===== src/rtl/chunked_add_sub.sv =====
// Multi-cycle WIDTH-bit add/subtract, CHUNK bits per cycle with a registered ripple carry.
// Latency WIDTH/CHUNK cycles from accept to out_valid; one op in flight, so throughput is one per N+2 cycles.
// Backpressure: the result and all flags are held in DONE until out_ready; in_ready is low outside IDLE.
module chunked_add_sub #(
    parameter int WIDTH = 16,
    parameter int CHUNK = 4
) (
    input  logic             clk,
    input  logic             rst_n,
    input  logic             in_valid,
    output logic             in_ready,
    input  logic [WIDTH-1:0] a,
    input  logic [WIDTH-1:0] b,
    input  logic             cin,
    input  logic             mode,
    output logic             out_valid,
    input  logic             out_ready,
    output logic [WIDTH-1:0] sum,
    output logic             carry,
    output logic             overflow,
    output logic             zero
);

    localparam int N    = WIDTH / CHUNK;
    localparam int IDXW = (N > 1) ? $clog2(N) : 1;
    localparam int OFFW = (WIDTH > 1) ? $clog2(WIDTH) : 1;

    typedef enum logic [1:0] {
        IDLE = 2'd0,
        RUN  = 2'd1,
        DONE = 2'd2
    } state_t;

    state_t            state_q;
    logic [WIDTH-1:0]  a_q;
    logic [WIDTH-1:0]  b_q;
    logic [WIDTH-1:0]  res_q;
    logic [WIDTH-1:0]  res_d;
    logic [WIDTH-1:0]  sum_q;
    logic [IDXW-1:0]   idx_q;
    logic              cy_q;
    logic              carry_q;
    logic              ovf_q;
    logic              zero_q;

    logic [OFFW-1:0]   off;
    logic [CHUNK:0]    csum;
    logic              last_chunk;

    // One chunk slice of the adder; res_d is the partial result with this chunk merged in,
    // so the final chunk can be folded straight into the output registers.
    always_comb begin
        off        = OFFW'(idx_q * CHUNK);
        csum       = {1'b0, a_q[off +: CHUNK]} + {1'b0, b_q[off +: CHUNK]} + {{CHUNK{1'b0}}, cy_q};
        res_d      = res_q;
        res_d[off +: CHUNK] = csum[CHUNK-1:0];
        last_chunk = (idx_q == IDXW'(N - 1));
    end

    always_ff @(posedge clk or negedge rst_n) begin
        if (!rst_n) begin
            state_q <= IDLE;
            a_q     <= '0;
            b_q     <= '0;
            res_q   <= '0;
            sum_q   <= '0;
            idx_q   <= '0;
            cy_q    <= 1'b0;
            carry_q <= 1'b0;
            ovf_q   <= 1'b0;
            zero_q  <= 1'b1;
        end else begin
            case (state_q)
                IDLE: begin
                    if (in_valid) begin
                        // Subtraction is a + ~b + ~cin, so the borrow-in inverts too.
                        a_q     <= a;
                        b_q     <= mode ? ~b : b;
                        cy_q    <= mode ? ~cin : cin;
                        idx_q   <= '0;
                        state_q <= RUN;
                    end
                end
                RUN: begin
                    res_q <= res_d;
                    cy_q  <= csum[CHUNK];
                    if (last_chunk) begin
                        sum_q   <= res_d;
                        carry_q <= csum[CHUNK];
                        ovf_q   <= (a_q[WIDTH-1] == b_q[WIDTH-1]) && (res_d[WIDTH-1] != a_q[WIDTH-1]);
                        zero_q  <= ~|res_d;
                        state_q <= DONE;
                    end else begin
                        idx_q <= idx_q + 1'b1;
                    end
                end
                DONE: begin
                    if (out_ready) begin
                        state_q <= IDLE;
                    end
                end
                default: begin
                    state_q <= IDLE;
                end
            endcase
        end
    end

    assign in_ready  = (state_q == IDLE);
    assign out_valid = (state_q == DONE);
    assign sum       = sum_q;
    assign carry     = carry_q;
    assign overflow  = ovf_q;
    assign zero      = zero_q;

endmodule

===== config.mk =====
export PLATFORM = sky130hd
export DESIGN_NAME = chunked_add_sub
export DESIGN_NICKNAME = d
export VERILOG_FILES = /design/src/rtl/chunked_add_sub.sv
export SDC_FILE = /design/constraint.sdc
export NUM_CORES = 1
export LEC_CHECK = 0
export CAP_MARGIN = 20
export CORE_ASPECT_RATIO = 1.5
export CORE_UTILIZATION = 35
export DETAILED_ROUTE_END_ITERATION = 7
export PLACE_DENSITY = 0.6
export SETUP_SLACK_MARGIN = 0.15
export SLEW_MARGIN = 20
export SYNTH_ARGS = -nofsm -noshare
export SYNTH_HDL_FRONTEND = slang
export SYNTH_SLANG_ARGS = --single-unit

===== constraint.sdc =====
create_clock -name clk -period 5.38 [get_ports clk]
set_input_delay 1.076 -clock clk [delete_from_list [all_inputs] [get_ports clk]]
set_output_delay 1.076 -clock clk [all_outputs]
set_load 0.02 [all_outputs]

-- Word-level counts from Yosys, hierarchy flattened
Index checks and enable logic that the tools add are counted.
- bits in registers: 72
- reduce and logical (&&, ||, !) cells: 10
- multiplexer cells: 12
- shift operators: 4
- equal/unequal tests: 9
- bitwise gates (word level): 2
- add/subtract/negate cells: 4
- operator list (kind ; number):
    16-bit by 5-bit indexed part select with 4-bit output ; 2
    16-bit bitwise mux ; 1
    16-bit two-way mux ; 1
    16-bit inverter ; 1
    16-bit OR reduction ; 1
    4-bit by 6-bit variable shift with 16-bit output, first input constant ; 1
    4-bit by 6-bit indexed part select with 16-bit output ; 1
    2-bit two-way mux ; 5
    2-bit != test, second input constant ; 3
    4-bit negation with 6-bit output ; 1
    2-bit case mux with 3 select lines ; 1
    2-bit AND reduction ; 3
    3-bit AND reduction ; 2
    4-bit by 4-bit adder with 5-bit output ; 1
    5-bit by 1-bit adder with 5-bit output ; 1
    2-bit equality test, second input constant ; 2
    2-bit case mux with 2 select lines ; 1
    2-bit by 1-bit adder with 2-bit output, second input constant ; 1
    2-bit by 1-bit equality test with 1-bit output, second input constant ; 1
    2-bit zero test ; 1
    1-bit two-way mux ; 2
    2-bit by 1-bit != test with 1-bit output, second input constant ; 1
    1-bit case mux with 2 select lines ; 1
    2-bit nonzero test ; 1
    5 further kinds ; 5

-- Logic depth before layout (Yosys ltp)
- depth after elaboration: 7
- mapped depth: 10
- mapped depth without buffers: 9

-- Worst setup path before layout
Ideal clock, no wire load.
- path type: flip-flop to flip-flop
- start: reg idx_q[0]
- end: reg zero_q, in the netlist zero
- setup time: 79 ps
- cell stages (with the launch flop): 11
- slack: 2465 ps
- data required time: 5301 ps
- arrival time: 2836 ps
- path through: dfrtp_1 > buf_2 > mux4_2 > fa_1 > inv_1 > fa_1 > nand2b_1 > a21oi_1 > o21ba_2 > o32ai_1 > a41o_1
- longest elaborated chain between the ends: 7
- ends and longest elaborated chain (item ; RTL line ; source):
    from (decl) ; 40 ; logic [IDXW-1:0] idx_q;
    from (signal assigned) ; 94 ; idx_q <= idx_q + 1'b1;
    16-bit by 5-bit indexed part select with 4-bit output ; 54 ; csum = {1'b0, a_q[off +: CHUNK]} + {1'b0, b_q[off +: CHUNK]} + {{CHUNK{1'b0}}, cy_q};
    4-bit by 4-bit adder with 5-bit output ; 54 ;
    5-bit by 1-bit adder with 5-bit output ; 54 ;
    4-bit by 6-bit indexed part select with 16-bit output ; 56 ; res_d[off +: CHUNK] = csum[CHUNK-1:0];
    16-bit bitwise mux ; 56 ;
    16-bit OR reduction ; 91 ; zero_q <= ~|res_d;
    1-bit zero test ; 91 ;
    to (signal assigned) ; 91 ;
    to (decl) ; 44 ; logic zero_q;
Parallel ways exist; a longest one is shown, timed or not.
A chain may end at the register's enable or synchronous reset.

-- Worst setup path in the final report
Ends and elaborated chain as after synthesis.

==> summary.txt <==
Worst setup path
  – Reg2Reg Setup Slack: 2.10 ns
  – Worst setup path class: flip-flop to flip-flop
  – RR Endpoint: zero
  – Startpoint Class: flip-flop
  – CP Data Arrival Time: 3.54 ns
  – FF-to-FF path depth: 9
  – WP data required: 5.64 ns
  – Setup crit end kind: flip-flop
  – Crit Path Max Fanout: 16
  – RR Startpoint: idx_q[0]

Power
  – Static Leakage: 1.90 nW
  – Share of power burned in registers: 29.7%
  – Cell Pwr Density: 723 nW/um^2
  – Clock power frac: 19.9%
  – Internal power: 1.94 mW
  – Maximum VDD drop: 482 uV
  – Sw Pwr: 1.35 mW
  – Switch share: 41.0%
  – Combinational share of power: 50.3%
  – Pwr Total: 3.28 mW

Min path
  – Hold endpoint: sum[8]
  – Hold WC Path Type: flip-flop to flip-flop
  – Hold Path Depth: 2
  – Hold path startpoint: sum[8]

Cells and area
  – Post-layout net count: 426
  – Diode count: 0
  – Area Overhead vs Synth: 27.6%
  – Share of layout cells above drive strength 1: 12.8%
  – Fillers: 940
  – Final instance area: 4540 sq um

CTS
  – CTS tree: built
  – Skew-Pair Late Insertion Delay: 0.33 ns
  – Number of setup buffers added after CTS: 0
  – CTS Hold Buffers Added: 0
  – Clock sink count: 72
  – Clock tree buffer depth: 2
  – Clk slew on worst S/H paths: 0.06 ns
  – Clock Tree Root: clkbuf_16
  – Htree depth: 3
  – Num CTS Buffers: 9
  – Post-cts sizing count: 0

Placement
  – IO Port Bufs: 58
  – Post-Place Cell Area: 4210 sq um
  – DP HPWL: 5860 microns
  – GPL Wtd Cong: 0.884

Logic synthesis
  – XOR/XNOR Fraction of Synth Area: 4.68%
  – Post-synthesis compound-gate area fraction: 15.0%
  – Proportion of synthesized area in mux cells: 10.8%
  – Yosys reg bits: 72
  – Main synth FF type: dfrtp_1
  – Seq/Total Area, Yosys: 50.7%
  – Async set-reset flop share out of synthesis: 100%
  – Post-synth EDFFs: 0
  – Post-synthesis cell type count: 41
  – Main combinational cell family by area after synthesis: compound AO/OA/AOI/OAI gates
  – Syn Area/Cell: 10.9 sq um
  – Synth Area in Adders: 4.29%
  – Synth Instances: 325
  – Simple-gate share of the synthesized area: 10.8%
  – Synthesis Warnings: 0
  – Synthesized area: 3560 sq um
  – Syn_nets: 374

STA
  – Hold Slack: 0.474 ns
  – RSZ-0062 raised after global routing: false
  – Period Utilization, post-route: 60.9%
  – Setup_tns: 0 ns
  – Slew Limit Fails: 0
  – Final setup fails: 0
  – Hold Vio Cnt, Final: 0
  – Final Skew: 0.00556 ns
  – Fin crit period: 3.28 ns
  – Fmax: 305 MHz
  – Measured slew at the worst slew-check pin: 1.00 ns
  – Rel. slew slack: 32.7%

Floorplanning
  – Die Footprint: 10600 sq um
  – Core ar.: 9800 sq um
  – Initial core utilization: 36.3%
  – Row count: 44
  – Die H: 125 microns
  – Die width: 84.3 microns
  – Top Ports: 59

Route
  – Via density: 5.19
  – Initial DRT Pass Iterations: 8
  – Final WL: 7930 microns
  – Via count: 2579
  – Iter 0 DRT Violations: 162
  – Final ANT Viol Nets: 0
  – DR DRC count: 1
  – Drt wl/cell: 16.0 microns

Global routing
  – Antenna violations before repair: 0
  – First-pass GRT wire length: 13400 microns
  – Largest net degree at the start of global routing: 52
  – Vias in the first global route: 2672
  – GR Overflow Total: 0
  – Total track usage: 16.5%

Flow run
  – Max-Cap Viols: 0

Status
  – Failing checks: DRC
  – Status: finished, violations left
## per-layer routing
metal,wire length (microns),GRT usage [%]
met5,0,0
met4,189,7.51
met3,306,3.63
met2,4280,28.7
met1,3150,19.2
## worst max-delay path, cell delays in order, from the launching register on
cell	delay [ns]
dfrtp_1	0.80
mux4_2	0.61
fa_1	0.42
inv_1	0.09
fa_1	0.46
nand2b_1	0.13
a21oi_1	0.08
o21ba_2	0.27
o32ai_1	0.07
a41o_1	0.26
## cells by family (layout without fill, tap and decap cells)
family                   count (synthesis)  in the layout
flip-flops                              72             72
XOR/XNOR                                19             19
AO/OA/AOI/OAI                           83             83
adder cells (fa/ha/maj)                 11             11
AND/OR/NAND/NOR                         82             82
multiplexers                            26             26
buffers and inverters                   32             89
## per-stage QoR
step           instances  utilization (%)  setup WS (ns)
4_1_cts              497             46.3           2.08
3_5_place_dp         481             42.9           2.09
6_report             497             46.3           2.10
5_1_grt              497             46.3           1.91
3_3_place_gp         481             42.9           2.23
2_1_floorplan        325                -           2.47
## cell type report
class,instances,area (sq um),share of cell area (%)
sequential,72,1800,39.7
multi-input combinational,221,1620,35.7
timing repair buffer,60,591,13.0
clock buffer,14,274,6.03
tap,115,144,3.17
clock inverter,2,60.1,1.32
inverter,13,48.8,1.07
## state kept, by name (all words and copies together), names as in the netlist, 2 cells and up
| register | cells |
|---|---|
| b_q | 16 |
| idx_q | 2 |
| state_q | 2 |
| sum | 16 |
| a_q | 16 |
| res_q | 16 |
## worst max path at each step
stage                  start    to  cells past startpoint
finish              idx_q[0]  zero                      9
floorplan           idx_q[0]  zero                     10
detailed placement  idx_q[0]  zero                      9
global placement    idx_q[0]  zero                      9
CTS                 idx_q[0]  zero                      9
global route        idx_q[0]  zero                      9
## cells in the mapped netlist, types with 4 or more instances
| master | n | area, sq um |
|---|---|---|
| a21oi_1 | 30 | 150 |
| a22o_1 | 7 | 61.3 |
| a22oi_1 | 6 | 45.0 |
| a32o_1 | 6 | 60.1 |
| buf_2 | 6 | 30.0 |
| clkbuf_1 | 12 | 45.0 |
| dfrtp_1 | 71 | 1780 |
| ha_1 | 9 | 113 |
| inv_1 | 13 | 48.8 |
| mux2_2 | 18 | 203 |
| mux4_2 | 8 | 180 |
| nand2_1 | 25 | 93.8 |
| nand2b_1 | 5 | 31.3 |
| nand3_1 | 4 | 20.0 |
| nor2_1 | 31 | 116 |
| nor2b_1 | 5 | 31.3 |
| o21ai_0 | 19 | 95.1 |
| xnor2_1 | 19 | 166 |
## power groups by stage
stage | Clock [mW] | Combinational [mW] | Sequential, mW
CTS | 0.667 | 1.67 | 0.986
finish | 0.654 | 1.65 | 0.977
detailed placement | 0 | 1.66 | 0.993
global placement | 0 | 1.62 | 0.985
floorplan | 0 | 1.16 | 0.968
global route | 0.689 | 1.83 | 1.02
## cell usage in the layout, fill, tap and decap left out, types with 3 or more instances in the layout
| cell | Yosys | layout |
|---|---|---|
| dfrtp_1 | 71 | 71 |
| a221oi_1 | 3 | 3 |
| nand2b_1 | 5 | 5 |
| nand3_1 | 4 | 4 |
| clkbuf_8 | 0 | 3 |
| inv_1 | 13 | 13 |
| mux2_2 | 18 | 18 |
| mux4_2 | 8 | 8 |
| clkbuf_16 | 0 | 9 |
| a22o_1 | 7 | 7 |
| a21oi_1 | 30 | 30 |
| a32o_1 | 6 | 6 |
| a22oi_1 | 6 | 6 |
| xnor2_1 | 19 | 19 |
| ha_1 | 9 | 9 |
| clkdlybuf4s50_1 | 0 | 57 |
| nor2b_1 | 5 | 5 |
| nand2_1 | 25 | 25 |
| nor2_1 | 31 | 31 |
| o21ai_0 | 19 | 19 |
(Power assumes the default switching activity.)
==> RTL edit, RTL diff (same flow settings) <==
Put one more register stage on the output `overflow`, cleared by the reset. The value now appears one clock later. The other outputs are not delayed to match.
--- a/src/rtl/chunked_add_sub.sv
+++ b/src/rtl/chunked_add_sub.sv
@@ -110,7 +110,13 @@
     assign out_valid = (state_q == DONE);
     assign sum       = sum_q;
     assign carry     = carry_q;
-    assign overflow  = ovf_q;
+    always_ff @(posedge clk or negedge rst_n) begin
+        if (!rst_n) begin
+            overflow <= '0;
+        end else begin
+            overflow <= ovf_q;
+        end
+    end
     assign zero      = zero_q;
 
 endmodule
Behaviour: not the same (Yosys sat finds a counterexample within 10 cycles, from zero or initial values and one cycle with rst_n low).
==> RTL edit against the unedited design <==
- first-iteration DRC count shrank 26%
- core utilization shrank 0.13 points
- combinational power is essentially flat
- wire length shrank 2.4%
- sequential cell count grew 1
- design area shrank 0.28%
- via count grew 0.74%
- synthesized cell count grew 0.31%
- critical endpoint unchanged
- power shrank 1.5%
- synthesized area grew 0.70%
- die area grew 0.69%
- worst setup slack gained 0.040 ns
- sequential power grew 0.8%
==> RTL edit: results (changes against the unedited design) <==
dr.first_iter.drc_count: 120  # was 162
hold_depth: 0  # was 2
r2r-end: "zero$_DFFE_PN1P_"  # unchanged
via_per_inst: 5.23  # was 5.19
grt_max_degree: 74  # was 52
outcome: "complete, no violations"  # was finished, violations left
hp-start: "ovf_q$_DFFE_PN0P_"  # was sum[8]$_DFFE_PN0P_
nNetsFinal: 427  # was 426
skew_ns: 0.00567  # was 0.00556 ns
placed_cells: 482  # was 481
yosysSeqAreaShare_pct: 51.0  # was 50.7%
dp_hpwl_um: 5650  # was 5860 um
n_fill_cell: 949  # was 940
n_antenna_cell: 0  # unchanged
worst_ep_arrival_time_ns: 3.51  # was 3.54 ns
combPwrFrac_pct: 51.1  # was 50.3%
postPlaceCellArea_um2: 4230  # was 4210 um^2
firstDrtPassIters: 6  # was 8
p_comb_w: 0.00165  # about the same
syn-instance-count: 326  # was 325
gr-usage-all-layers_pct: 16.1  # was 16.5%
synthesis.nets: 375  # was 374
post_cts_buffers: 0  # unchanged
grt_pass1_vias: 2635  # was 2672
whs_ns: 0.382  # was 0.474 ns
clock_power_w: 0.000596  # was 0.000654 W
hold_end: "overflow$_DFF_PN0_"  # was sum[8]$_DFFE_PN0P_
cts-root-buf: "clkbuf_16"  # unchanged
routedWlPerCell_um: 15.6  # was 16.0 um
slew_headroom_pct: 31.1  # was 32.7%
routed_wl_um: 7740  # was 7930 um
cp_slowest_stage_delay_ns: 0.78  # was 0.80 ns
initial_core_util_pct: 36.6  # was 36.3%
synth.area.top_cells: "dfrtp_1 50%, mux2_2 5.7%, mux4_2 5.0%, xnor2_1 4.6%, a21oi_1 4.2%"  # was dfrtp_1 50%, mux2_2 5.7%, mux4_2 5.1%, xnor2_1 4.7%, a21oi_1 4.2%
p_leak_nw: 1.89  # was 1.90 nW
antenna_found_initial: 0  # unchanged
p_switching_w: 0.00135  # about the same
synthTopCellsByCount: "72 x dfrtp_1, 31 x nor2_1, 30 x a21oi_1"  # was 71 x dfrtp_1, 31 x nor2_1, 30 x a21oi_1
gp_congestion: 0.916  # was 0.884
pre_cts_ws_ns: 2.10  # was 2.09 ns
RTL edit: cell types whose count changed after synthesis:
cell	unedited run	this run
dfrtp_1	71	72
RTL edit: logic make-up after synthesis:
logic type | share of synthesized area, %
compound gates | 14.9
xor+xnor | 4.65
fa+ha+maj | 4.26
buf+inv | 3.77
flops | 51.0
mux | 10.7
simple gates | 10.7
RTL edit: layout make-up:
cell class              count  area share [%]
repair buffers             60            13.0
well taps                 115            3.18
clock inverters             3           0.884
inverters                  13            1.08
clock buffers              12            5.66
multi-input cells         221            35.8
flip-flops and latches     73            40.4
RTL edit: how the worst max path moves through the flow:
stage / to / slack [ns] / from / depth (start not counted)
3_5_place_dp: zero$_DFFE_PN1P_ / 2.10 / idx_q[0]$_DFFE_PN0P_ / 9
4_1_cts: zero$_DFFE_PN1P_ / 2.10 / idx_q[0]$_DFFE_PN0P_ / 9
5_1_grt: zero$_DFFE_PN1P_ / 1.92 / idx_q[0]$_DFFE_PN0P_ / 9
6_report: zero$_DFFE_PN1P_ / 2.14 / idx_q[0]$_DFFE_PN0P_ / 9
2_1_floorplan: zero$_DFFE_PN1P_ / 2.47 / idx_q[0]$_DFFE_PN0P_ / 10
3_3_place_gp: zero$_DFFE_PN1P_ / 2.24 / idx_q[0]$_DFFE_PN0P_ / 9
RTL edit: metal layers:
metal / routed length (um) / vias up / track usage [%]
met1: 3020 / 1253 / 18.3
met2: 4120 / 68 / 27.3
met3: 242 / 26 / 2.95
met5: 0 / - / 0
li1: - / 1251 / -
met4: 362 / 0 / 10.9
RTL edit: worst reg2reg max path, cell delays in order (launching register included):
cell	delay [ns]
dfrtp_1	0.78
mux4_2	0.62
fa_1	0.43
inv_1	0.08
fa_1	0.46
nand2b_1	0.13
a21oi_1	0.07
o21ba_2	0.27
o32ai_1	0.07
a41o_1	0.26
